## src/rtl/gate_sweep_pkg.sv

```systemverilog
// Shared types and sizing helpers for the gate sweep sequencer.
package gate_sweep_pkg;

  typedef enum logic [1:0] {
    IDLE   = 2'd0,
    SETTLE = 2'd1,
    DONE   = 2'd2
  } state_e;

  // Number of input vectors for an n-input gate.
  function automatic int n_vec(input int n);
    return 2 ** n;
  endfunction

  // Width of the settle counter; it only has to reach settle-1, but never narrower than 1 bit.
  function automatic int cnt_w(input int settle);
    return (settle <= 1) ? 1 : $clog2(settle);
  endfunction

endpackage

```

## src/rtl/first_mismatch_enc.sv

```systemverilog
// Lowest-set-bit priority encoder over a mismatch vector.
module first_mismatch_enc #(
  parameter int W  = 4,
  parameter int IW = 2
) (
  input  logic [W-1:0]  diff_i,
  output logic          any_mismatch_o,
  output logic [IW-1:0] idx_o
);

  // Scan from the top down so the lowest mismatching position is the one left in idx_o.
  always_comb begin
    // NOTE: every output gets a default before any conditional write, so no latch is inferred.
    any_mismatch_o = |diff_i;
    idx_o          = '0;
    for (int i = W - 1; i >= 0; i--) begin
      if (diff_i[i]) idx_o = IW'(i);
    end
  end

endmodule

```

## src/rtl/gate_sweep_ctrl.sv

```systemverilog
// Sweeps an N_IN-input gate through all vectors, captures its truth table and
// compares it with an expected table latched when the sweep starts.
module gate_sweep_ctrl
  import gate_sweep_pkg::*;
#(
  parameter int N_IN       = 2,
  parameter int SETTLE_CYC = 2
) (
  input  logic                  clk,
  input  logic                  reset,
  input  logic                  start,
  input  logic                  abort,
  input  logic [2**N_IN-1:0]    expected,
  output logic [N_IN-1:0]       gate_in,
  input  logic                  gate_out,
  output logic                  busy,
  output logic                  done,
  output logic [2**N_IN-1:0]    truth_table,
  output logic                  pass,
  output logic [N_IN-1:0]       fail_idx
);

  localparam int NV = n_vec(N_IN);
  localparam int CW = cnt_w(SETTLE_CYC);
  localparam logic [N_IN-1:0] LAST_VEC = N_IN'(NV - 1);
  localparam logic [CW-1:0]   CNT_LAST = CW'(SETTLE_CYC - 1);

  state_e            state_q, state_d;
  logic [N_IN-1:0]   vec_q, vec_d;
  logic [CW-1:0]     cnt_q, cnt_d;
  logic [NV-1:0]     table_q, table_d;
  logic [NV-1:0]     exp_q, exp_d;
  logic              pass_q, pass_d;
  logic [N_IN-1:0]   fidx_q, fidx_d;

  logic              go;
  logic              sample;
  logic [NV-1:0]     table_sampled;
  logic              any_mm;
  logic [N_IN-1:0]   mm_idx;

  // An abort in the same cycle as start keeps the block idle; an abort in SETTLE suppresses the sample.
  assign go     = (state_q == IDLE) && start && !abort;
  assign sample = (state_q == SETTLE) && !abort && (cnt_q == CNT_LAST);

  // Table as it will look after this cycle's sample, so the final verdict includes the last vector.
  always_comb begin
    table_sampled         = table_q;
    table_sampled[vec_q]  = gate_out;
  end

  first_mismatch_enc #(
    .W  (NV),
    .IW (N_IN)
  ) u_enc (
    .diff_i         (table_sampled ^ exp_q),
    .any_mismatch_o (any_mm),
    .idx_o          (mm_idx)
  );

  // State register.
  always_ff @(posedge clk or posedge reset) begin
    // NOTE: sequential state uses non-blocking assignments so every register samples pre-edge values.
    if (reset) state_q <= IDLE;
    else       state_q <= state_d;
  end

  // Next-state logic.
  always_comb begin
    state_d = state_q;
    unique case (state_q)
      IDLE:    if (go) state_d = SETTLE;
      SETTLE:  if (abort) state_d = IDLE;
               else if (sample && (vec_q == LAST_VEC)) state_d = DONE;
      DONE:    state_d = IDLE;
      default: state_d = IDLE;
    endcase
  end

  // Output decode: busy only while settling, done for the single DONE cycle.
  always_comb begin
    busy = (state_q == SETTLE);
    done = (state_q == DONE);
  end

  // Datapath next-state: vector/settle counters, capture, and verdict on the last sample.
  always_comb begin
    vec_d   = vec_q;
    cnt_d   = cnt_q;
    table_d = table_q;
    exp_d   = exp_q;
    pass_d  = pass_q;
    fidx_d  = fidx_q;
    if (go) begin
      exp_d   = expected;
      vec_d   = '0;
      cnt_d   = '0;
      table_d = '0;
    end else if (state_q == SETTLE) begin
      if (abort) begin
        vec_d = '0;
        cnt_d = '0;
      end else if (sample) begin
        table_d = table_sampled;
        cnt_d   = '0;
        if (vec_q != LAST_VEC) begin
          vec_d = vec_q + 1'b1;
        end else begin
          pass_d = ~any_mm;
          fidx_d = mm_idx;
        end
      end else begin
        cnt_d = cnt_q + 1'b1;
      end
    end
  end

  // Datapath registers.
  always_ff @(posedge clk or posedge reset) begin
    if (reset) begin
      vec_q   <= '0;
      cnt_q   <= '0;
      table_q <= '0;
      exp_q   <= '0;
      pass_q  <= 1'b0;
      fidx_q  <= '0;
    end else begin
      vec_q   <= vec_d;
      cnt_q   <= cnt_d;
      table_q <= table_d;
      exp_q   <= exp_d;
      pass_q  <= pass_d;
      fidx_q  <= fidx_d;
    end
  end

  assign gate_in     = vec_q;
  assign truth_table = table_q;
  assign pass        = pass_q;
  assign fail_idx    = fidx_q;

endmodule
```

## config.mk

```make
export PLATFORM = sky130hd
export DESIGN_NAME = gate_sweep_ctrl
export DESIGN_NICKNAME = d
export VERILOG_FILES = /design/src/rtl/gate_sweep_pkg.sv /design/src/rtl/first_mismatch_enc.sv /design/src/rtl/gate_sweep_ctrl.sv
export SDC_FILE = /design/constraint.sdc
export NUM_CORES = 1
export LEC_CHECK = 0
export CAP_MARGIN = 40
export CORE_ASPECT_RATIO = 0.75
export CORE_MARGIN = 3
export CORE_UTILIZATION = 40
export CTS_CLUSTER_SIZE = 16
export DETAILED_ROUTE_END_ITERATION = 6
export HOLD_SLACK_MARGIN = 0.12
export PLACE_DENSITY = 0.66
export SLEW_MARGIN = 15
export SYNTH_ARGS = -nofsm -noshare
export SYNTH_HDL_FRONTEND = slang
export SYNTH_HIERARCHICAL = 1
export SYNTH_SLANG_ARGS = --single-unit
export TNS_END_PERCENT = 50
```

## constraint.sdc

```tcl
create_clock -name clk -period 1.57 [get_ports clk]
set_input_delay 0.314 -clock clk [delete_from_list [all_inputs] [get_ports clk]]
set_output_delay 0.314 -clock clk [all_outputs]
set_load 0.03 [all_outputs]
```

==> impl_metrics.py, run 1 <==
metrics = {
    "run_status": {
        "outcome": "finished, violations left",
        "violations": "negative setup slack",
    },
    "worst_hold_path": {
        "hold_path.class": "in2async",
    },
    "yosys": {
        "yosysWarnings": 6,
        "postSynthAreaPerCell_um2": 10.9,
        "synth_mux_area_share_pct": 9.72,
        "yosysSeqAreaShare_pct": 44.4,
        "synthXorXnorAreaFrac_pct": 3.89,
        "synthCells": 83,
        "yosys.area_share.adder_pct": 5.56,
        "synth-compound-area-share_pct": 12.2,
        "ys_ff_latch": 16,
        "synth_simple_gate_area_share_pct": 19.4,
        "syn-num-nets": 96,
        "yosysUniqueCellTypes": 26,
        "synth_top_family_by_area": "simple AND/OR/NAND/NOR gates",
        "synth_area_um2": 901,
    },
    "timing": {
        "finalSetupViolCount": 2,
        "final-max-slew-violation-count": 0,
        "fin_crit_sh_pct": 102,
        "slew_headroom_pct": 78.8,
        "finalClockSkew_ns": 0.000873,
        "clock.fmax_ghz": 0.622,
        "worstMarginPinSlew_ns": 0.317,
        "post-route-min-period_ns": 1.61,
        "grt_setup_unrepaired": "yes",
        "hold_viol": 0,
        "worst_slack_ns": -0.0389,
    },
    "worst_setup_path": {
        "criticalPathCategory": "reg2reg",
        "critPathMaxFanout": 4,
        "reg2reg_depth": 8,
        "cp.required_ns": 1.75,
        "arrival_ns": 1.79,
        "cp_slowest_cell": "dfrtp_2",
        "crit_chain": "buf_6, ha_4, nor2b_4, a21oi_2, xnor2_2, inv_1, a21oi_2, mux2_4",
        "rrSetupSlack_ns": -0.04,
        "setup.worst_path.start_class": "register",
        "crit_top_cell": "a21oi_2",
        "max_stage_delay_ns": 0.47,
        "r2r-start": "gate_in[0]",
        "cp-end-kind": "register",
        "r2r_end": "fail_idx[0]",
    },
    "floorplanning": {
        "core-area_mm2": 0.00207,
        "rows": 14,
        "dieArea_mm2": 0.00286,
        "initial_core_util_pct": 43.6,
        "fp.dieH_um": 47.1,
        "boundaryPins": 20,
        "die_width_um": 60.8,
    },
    "global_route": {
        "globalRoute.totalOverflow": 0,
        "grtUsageTotal_pct": 15.2,
        "grt_pass1_vias": 685,
        "antenna_found_initial": 0,
        "grt_max_degree": 17,
        "grt_pass1_wl_um": 3110,
    },
    "run": {
        "cap_violations": 0,
    },
    "drt": {
        "drtAntennaViolNets": 0,
        "routed_wl_um": 1940,
        "drcViolationCount": 0,
        "first_pass_iters": 4,
        "vias_per_cell": 5.15,
        "wl_per_cell_um": 13.6,
        "drt-initial-drc-count": 13,
        "routed-via-count": 737,
    },
    "pwr": {
        "leakagePower_nw": 0.662,
        "power.density_mw_per_mm2": 835,
        "finalPower_mw": 1.17,
        "ir_drop_v": 0.000447,
    },
    "final_layout": {
        "fin_nets": 133,
        "drive_gt1_share_pct": 47.9,
        "synthToLayoutAreaGrowth_pct": 55.3,
        "fin_cells": 143,
        "antennaDiodeCount": 0,
        "final_util_pct": 67.7,
    },
    "placed_design": {
        "place_inst": 135,
        "gp_congestion": 0.740,
        "port-buffer-count": 19,
        "detailed_place_hpwl_um": 1420,
    },
    "cts": {
        "root_buffer": "clkbuf_4",
        "cts_sinks": 16,
        "clk_path_buf_depth": 2,
        "cts_hold_buffers": 0,
        "cts_tree": "done",
        "clk_pin_slew_ns": 0.09,
        "worstSkewPairLatency_ns": 0.28,
        "h-tree-depth": 1,
        "numCtsBuffers": 3,
    },
}
==> cell usage in the layout (no fill, tap or decap), types with 5 or more instances in the layout <==
master | synthesis | routed
a21oi_2 | 1 | 5
buf_4 | 0 | 14
dfrtp_1 | 16 | 13
clkdlybuf4s50_1 | 0 | 8
dlygate4sd2_1 | 0 | 8
mux2_2 | 6 | 5
nor2_1 | 5 | 5
==> synth_stat cells (all sizes together) <==
cell     n  area, um^2
a221o    4        40.0
dfrtp   16         400
o21ai    1        5.00
and4bb   1        12.5
o32ai    1        8.76
nand2    3        11.3
mux2     6        67.6
a21oi    7        38.8
or3      1        6.26
nand2b   3        18.8
nor3     2        15.0
nor2     6        25.0
a21o     1        7.51
nor4b    1        23.8
and3     4        25.0
buf      2        16.3
inv      7        26.3
xnor2    4        35.0
nor2b    6        37.5
ha       4        50.1
mux2i    2        20.0
a32o     1        10.0
==> layer usage <==
layer	up-vias	wire, um	GRT usage [%]
met5	-	0	0
met1	349	914	20.2
met4	0	13	3.90
li1	366	-	-
met3	2	107	5.77
met2	20	903	23.5
==> per-stage QoR <==
stage	cell area [um^2]	setup TNS (ns)	hold WS [ns]	setup WS, ns
floorplan	937	-0.114	0.228	-0.0659
global placement	1220	-2.09	0.499	-0.237
detailed placement	1220	-2.11	0.507	-0.233
CTS	1340	-0.0768	0.323	-0.0458
global route	1400	-0.226	0.346	-0.116
finish	1400	-0.0634	0.318	-0.0389
==> sequential cells by signal (all words and copies together) (netlist names) <==
| name | flops |
|---|---|
| cnt_q | 1 |
| exp_q | 4 |
| fail_idx | 2 |
| gate_in | 2 |
| pass | 1 |
| state_q | 2 |
| truth_table | 4 |
==> worst max-delay path, delay by kind of cell, from the launching register on <==
family,cells,cell delay [ns]
simple gates,1,0.12
fa+ha+maj,1,0.16
compound gates,2,0.11
buf+inv,2,0.22
xor+xnor,1,0.17
flops,1,0.47
mux,1,0.25
==> power breakdown <==
| part | switching, mW | total (mW) | internal [mW] |
|---|---|---|---|
| clock network | 0.129 | 0.270 | 0.141 |
| registers | 0.0542 | 0.509 | 0.455 |
| logic | 0.179 | 0.388 | 0.209 |
| total | 0.363 | 1.17 | 0.805 |
==> repair_timing <==
item / in CTS / in global routing
hold endpoints to repair: 0 / 0
endpoints found under the setup margin: 12 / 4
gates cloned: 0 / 0
setup buffers: 2 / 2
pin swaps: 6 / 4
gates resized for setup: 29 / 8
==> final cells by class <==
class / instances / area [um^2]
Tap cell: 24 / 30.0
Timing Repair Buffer: 34 / 300
Clock buffer: 4 / 36.3
Fill cell: 167 / 668
Sequential cell: 16 / 404
Inverter: 7 / 31.3
Multi-Input combinational cell: 58 / 597
==> worst max-delay path by stage <==
| stage | startpoint | endpoint | slack (ns) | cells past startpoint |
|---|---|---|---|---|
| final | gate_in[0] | fail_idx[0] | -0.04 | 8 |
| after global routing | gate_in[0] | fail_idx[0] | -0.12 | 8 |
| after CTS | gate_in[0] | fail_idx[0] | -0.05 | 8 |
| after detailed placement | abort | truth_table[2] | -0.23 | 4 |
| after global placement | abort | truth_table[3] | -0.24 | 4 |
| after floorplan | gate_in[0] | fail_idx[0] | -0.07 | 8 |
==> kinds of logic after synthesis <==
group / count (synthesis)
AO/OA/AOI/OAI: 15
flip-flops: 16
XOR/XNOR: 4
multiplexers: 8
buffers and inverters: 9
adder cells (fa/ha/maj): 4
AND/OR/NAND/NOR: 27
Power figures use the tool's default switching activity.
==> run 2: changes to the inputs <==
--- a/config.mk
+++ b/config.mk
@@ -13,6 +13,7 @@
 export DETAILED_ROUTE_END_ITERATION = 6
 export HOLD_SLACK_MARGIN = 0.12
 export PLACE_DENSITY = 0.66
+export REMOVE_ABC_BUFFERS = 1
 export SLEW_MARGIN = 15
 export SYNTH_ARGS = -nofsm -noshare
 export SYNTH_HDL_FRONTEND = slang
==> run 2 against run 1 <==
- the run still ends with negative setup slack left
- combinational power fell by 5%
- power fell by 1.6%
- via count fell by 3.8%
- routed wire length rose by 4.1%
- hold slack got worse by 0.0049 ns
- first-iteration DRC count rose to 2.5 times the previous value
- clock skew rose by 0.0022 ns
- register-to-register slack got worse by 0.04 ns
- critical endpoint unchanged
- global-route usage rose by 0.62 points
==> impl_metrics.py, run 2 (synthesis gave the netlist of run 1 again) <==
metrics = {
    "cts": {
        "root_buffer": "clkbuf_4",
        "cts_sinks": 16,
        "worstSkewPairLatency_ns": 0.29,
        "h-tree-depth": 1,
        "numCtsBuffers": 3,
        "clk_path_buf_depth": 2,
        "clk_pin_slew_ns": 0.10,
        "cts_tree": "done",
        "cts_hold_buffers": 0,
    },
    "timing": {
        "grt_setup_unrepaired": "yes",
        "worst_slack_ns": -0.0793,
        "fin_crit_sh_pct": 105,
        "clock.fmax_ghz": 0.606,
        "final-max-slew-violation-count": 0,
        "finalSetupViolCount": 2,
        "post-route-min-period_ns": 1.65,
        "worstMarginPinSlew_ns": 0.301,
        "hold_viol": 0,
        "slew_headroom_pct": 79.9,
        "finalClockSkew_ns": 0.00303,
    },
    "worst_setup_path": {
        "setup.worst_path.start_class": "register",
        "rrSetupSlack_ns": -0.08,
        "cp.required_ns": 1.76,
        "arrival_ns": 1.84,
        "criticalPathCategory": "reg2reg",
        "critPathMaxFanout": 4,
        "cp-end-kind": "register",
    },
    "global_route": {
        "grtUsageTotal_pct": 15.8,
        "antenna_found_initial": 0,
        "grt_pass1_vias": 677,
        "grt_max_degree": 17,
        "globalRoute.totalOverflow": 0,
        "grt_pass1_wl_um": 3130,
    },
    "pwr": {
        "ir_drop_v": 0.000500,
        "finalPower_mw": 1.15,
        "power.density_mw_per_mm2": 863,
        "leakagePower_nw": 0.638,
    },
    "floorplanning": {
        "core-area_mm2": 0.00207,
        "dieArea_mm2": 0.00286,
        "initial_core_util_pct": 43.6,
        "die_width_um": 60.8,
        "boundaryPins": 20,
        "rows": 14,
        "fp.dieH_um": 47.1,
    },
    "drt": {
        "routed-via-count": 709,
        "vias_per_cell": 5.06,
        "first_pass_iters": 4,
        "drtAntennaViolNets": 0,
        "routed_wl_um": 2020,
        "drcViolationCount": 0,
        "drt-initial-drc-count": 33,
        "wl_per_cell_um": 14.4,
    },
    "placed_design": {
        "gp_congestion": 0.742,
        "port-buffer-count": 19,
        "detailed_place_hpwl_um": 1430,
    },
    "final_layout": {
        "multi_input_area_um2": 562,
        "fillers": 174,
        "layout_commonest_cell": "dfrtp_1",
        "final_cell_mix": "14 x dfrtp_1, 12 x buf_4, 9 x dlygate4sd2_1",
        "drive_gt1_share_pct": 44.8,
        "fin_nets": 130,
        "final_util_pct": 64.4,
        "synthToLayoutAreaGrowth_pct": 47.8,
        "antennaDiodeCount": 0,
        "seqCellArea_um2": 403,
    },
    "run_status": {
        "violations": "negative setup slack",
        "outcome": "finished, violations left",
    },
    "run": {
        "cap_violations": 0,
    },
    "worst_hold_path": {
        "hold_path.class": "in2async",
    },
}
run 2: changes by cell type in the layout (fill, tap and decap cells not counted), sizes merged:
| cell | change |
|---|---|
| buf | -3 |
| dlygate4sd2 | +1 |
| clkdlybuf4s15 | -1 |
run 2: per-stage QoR:
stage	cell area [um^2]	hold WS, ns	std cells	setup TNS [ns]	setup WS, ns
finish	1330	0.313	140	-0.155	-0.0793
detailed placement	1170	0.504	134	-2.28	-0.242
floorplan	885	0.228	81	-0.592	-0.251
global placement	1170	0.496	134	-2.24	-0.233
CTS	1240	0.310	139	-0.345	-0.125
global route	1330	0.332	140	-0.415	-0.168
run 2: worst paths after layout:
kind | startpoint | cells after the start | endpoint
max in group asynchronous | reset | 3 | state_q[1]
worst max register to register | gate_in[0] | 8 | fail_idx[0]
worst max-delay path | gate_in[0] | 8 | fail_idx[0]
min in group clk | pass | 2 | pass
worst min register to register | pass | 2 | pass
worst min-delay path | reset | 3 | truth_table[1]
run 2: where the power goes:
part | internal (mW) | switching (mW) | total (mW)
Combinational | 0.191 | 0.178 | 0.369
Sequential | 0.454 | 0.0470 | 0.501
Clock | 0.141 | 0.138 | 0.279
Total | 0.787 | 0.362 | 1.15
run 2: area by class of cell:
type | count | area share [%]
clock buffer | 4 | 2.73
inverter | 7 | 2.16
multi-input combinational | 58 | 42.2
sequential | 16 | 30.3
tap | 24 | 2.26
timing repair buffer | 31 | 20.4
run 2: repair_timing:
item,4_1_cts,5_1_grt
gates resized for setup,19,20
buffers inserted,1,1
hold endpoints to repair,0,0
pin swaps,2,4
endpoints found under the setup margin,13,4
run 2: layer usage:
layer	track usage [%]	vias up	routed length, um
met5	0	-	0
met4	6.06	0	12
met3	6.04	2	133
met2	22.2	21	880
met1	22.0	327	992
li1	-	359	-
run 2: critical path, cell delays in order, from the launching register on:
cell and delay (ns):
dfrtp_1 0.43, inv_2 0.09, ha_4 0.18, nor2b_4 0.13, a21oi_2 0.05, xnor2_2 0.19, nand2b_4 0.16, a21oi_2 0.05
mux2_2 0.26
==> run 3: changes to the inputs <==
--- a/config.mk
+++ b/config.mk
@@ -12,6 +12,7 @@
 export CTS_CLUSTER_SIZE = 16
 export DETAILED_ROUTE_END_ITERATION = 6
 export HOLD_SLACK_MARGIN = 0.12
+export MAX_ROUTING_LAYER = met4
 export PLACE_DENSITY = 0.66
 export REMOVE_ABC_BUFFERS = 1
 export SLEW_MARGIN = 15
==> run 3 against run 2 <==
- the flow still finishes with violations (negative setup slack)
- cell count is the same
- combinational power is essentially flat
- non-clock buffer count is the same
- critical path type unchanged
- largest power group unchanged
==> impl_metrics.py, run 3 (synthesis gave the netlist of run 1 again) <==
metrics = {
    "final_layout": {
        "synthToLayoutAreaGrowth_pct": 47.8,
        "fin_nets": 130,
        "final_cell_mix": "14 x dfrtp_1, 12 x buf_4, 9 x dlygate4sd2_1",
        "fillers": 174,
        "stdcell_area_mm2": 0.00133,
        "antennaDiodeCount": 0,
        "layout_commonest_cell": "dfrtp_1",
        "drive_gt1_share_pct": 44.8,
        "final_util_pct": 64.4,
    },
    "worst_setup_path": {
        "cp.required_ns": 1.76,
        "critPathMaxFanout": 4,
        "arrival_ns": 1.84,
        "r2r-start": "gate_in[0]",
        "setup.worst_path.start_class": "register",
        "cp-end-kind": "register",
        "cp-startpoint": "gate_in[0]",
        "criticalPathCategory": "reg2reg",
    },
    "global_route": {
        "grt_max_degree": 17,
        "grt_pass1_vias": 676,
        "grtUsageTotal_pct": 16.3,
        "grt_pass1_wl_um": 3140,
        "antenna_found_initial": 0,
        "globalRoute.totalOverflow": 0,
    },
    "cts": {
        "cts_tree": "done",
        "root_buffer": "clkbuf_4",
        "cts_sinks": 16,
        "h-tree-depth": 1,
        "clk_pin_slew_ns": 0.10,
        "numCtsBuffers": 3,
        "clk_path_buf_depth": 2,
        "worstSkewPairLatency_ns": 0.29,
    },
    "pwr": {
        "finalPower_mw": 1.15,
        "ir_drop_v": 0.000500,
        "power.density_mw_per_mm2": 863,
        "leakagePower_nw": 0.638,
    },
    "timing": {
        "post-route-min-period_ns": 1.65,
        "worst_slack_ns": -0.0795,
        "slew_headroom_pct": 79.9,
        "worstMarginPinSlew_ns": 0.301,
        "clock.fmax_ghz": 0.606,
        "finalSetupViolCount": 2,
        "tns_ns": -0.156,
        "final-max-slew-violation-count": 0,
        "fin_crit_sh_pct": 105,
        "hold_viol": 0,
        "grt_setup_unrepaired": "yes",
        "finalClockSkew_ns": 0.00303,
    },
    "run_status": {
        "outcome": "finished, violations left",
        "violations": "negative setup slack",
    },
    "placed_design": {
        "gp_congestion": 0.752,
        "port-buffer-count": 19,
        "place_area_mm2": 0.00117,
        "detailed_place_hpwl_um": 1430,
    },
    "worst_hold_path": {
        "hold_path.class": "in2async",
    },
    "drt": {
        "routed_wl_um": 2020,
        "wl_per_cell_um": 14.4,
        "routed-via-count": 709,
        "vias_per_cell": 5.06,
        "drtAntennaViolNets": 0,
        "drt-initial-drc-count": 33,
        "first_pass_iters": 4,
        "drcViolationCount": 0,
    },
    "run": {
        "cap_violations": 0,
    },
    "floorplanning": {
        "initial_core_util_pct": 43.6,
        "rows": 14,
        "dieArea_mm2": 0.00286,
        "fp.dieH_um": 47.1,
        "die_width_um": 60.8,
        "core-area_mm2": 0.00207,
        "boundaryPins": 20,
    },
}
run 3: cell counts in the layout (fill, tap and decap cells not counted):
Identical to the previous run, type by type.
run 3: repair_timing:
action	in CTS	in global routing
cloned	0	0
buffers inserted	1	1
setup endpoints to repair	13	4
pin swaps	2	4
hold buffers	0	0
endpoints found under the hold margin	0	0
resized for setup	19	20
run 3: area by class of cell:
cell class,instances,area [um^2],area share [%]
Clock buffer,4,36.3,2.73
Inverter,7,28.8,2.16
Tap cell,24,30.0,2.26
Timing Repair Buffer,31,272,20.4
Multi-Input combinational cell,58,562,42.2
Sequential cell,16,403,30.3
run 3: worst paths after layout:
path / to / slack [ns] / cells past startpoint
setup / recovery: fail_idx[0] / -0.08 / 8
hold / removal: truth_table[1] / 0.31 / 3
setup reg to reg: fail_idx[0] / -0.08 / 8
hold reg to reg: pass / 0.52 / 2
max in group asynchronous: state_q[1] / 1.06 / 3
min in group clk: pass / 0.52 / 2
run 3: power by group:
| part | internal (mW) | switching [mW] | total, mW |
|---|---|---|---|
| clock | 0.141 | 0.138 | 0.279 |
| sequential | 0.454 | 0.0470 | 0.501 |
| combinational | 0.191 | 0.178 | 0.369 |
run 3: worst max-delay path, cell delays in order, from the launching register on:
cell and delay (ns):
dfrtp_1 0.43, inv_2 0.09, ha_4 0.18, nor2b_4 0.13, a21oi_2 0.05, xnor2_2 0.19
nand2b_4 0.16, a21oi_2 0.05, mux2_2 0.26
run 3: routing by layer:
| layer | GRT usage (%) | share of wire [%] | wire length, um |
|---|---|---|---|
| met1 | 22.0 | 49 | 991 |
| met2 | 22.2 | 44 | 880 |
| met3 | 6.04 | 6.6 | 133 |
| met4 | 6.06 | 0.59 | 12 |
| met5 | - | 0 | 0 |
run 3: through the flow:
step           cells  hold slack (ns)  setup WS (ns)
2_1_floorplan     81            0.228         -0.251
3_3_place_gp     134            0.496         -0.233
3_5_place_dp     134            0.504         -0.242
4_1_cts          139            0.310         -0.125
5_1_grt          140            0.332         -0.168
6_report         140            0.313        -0.0795
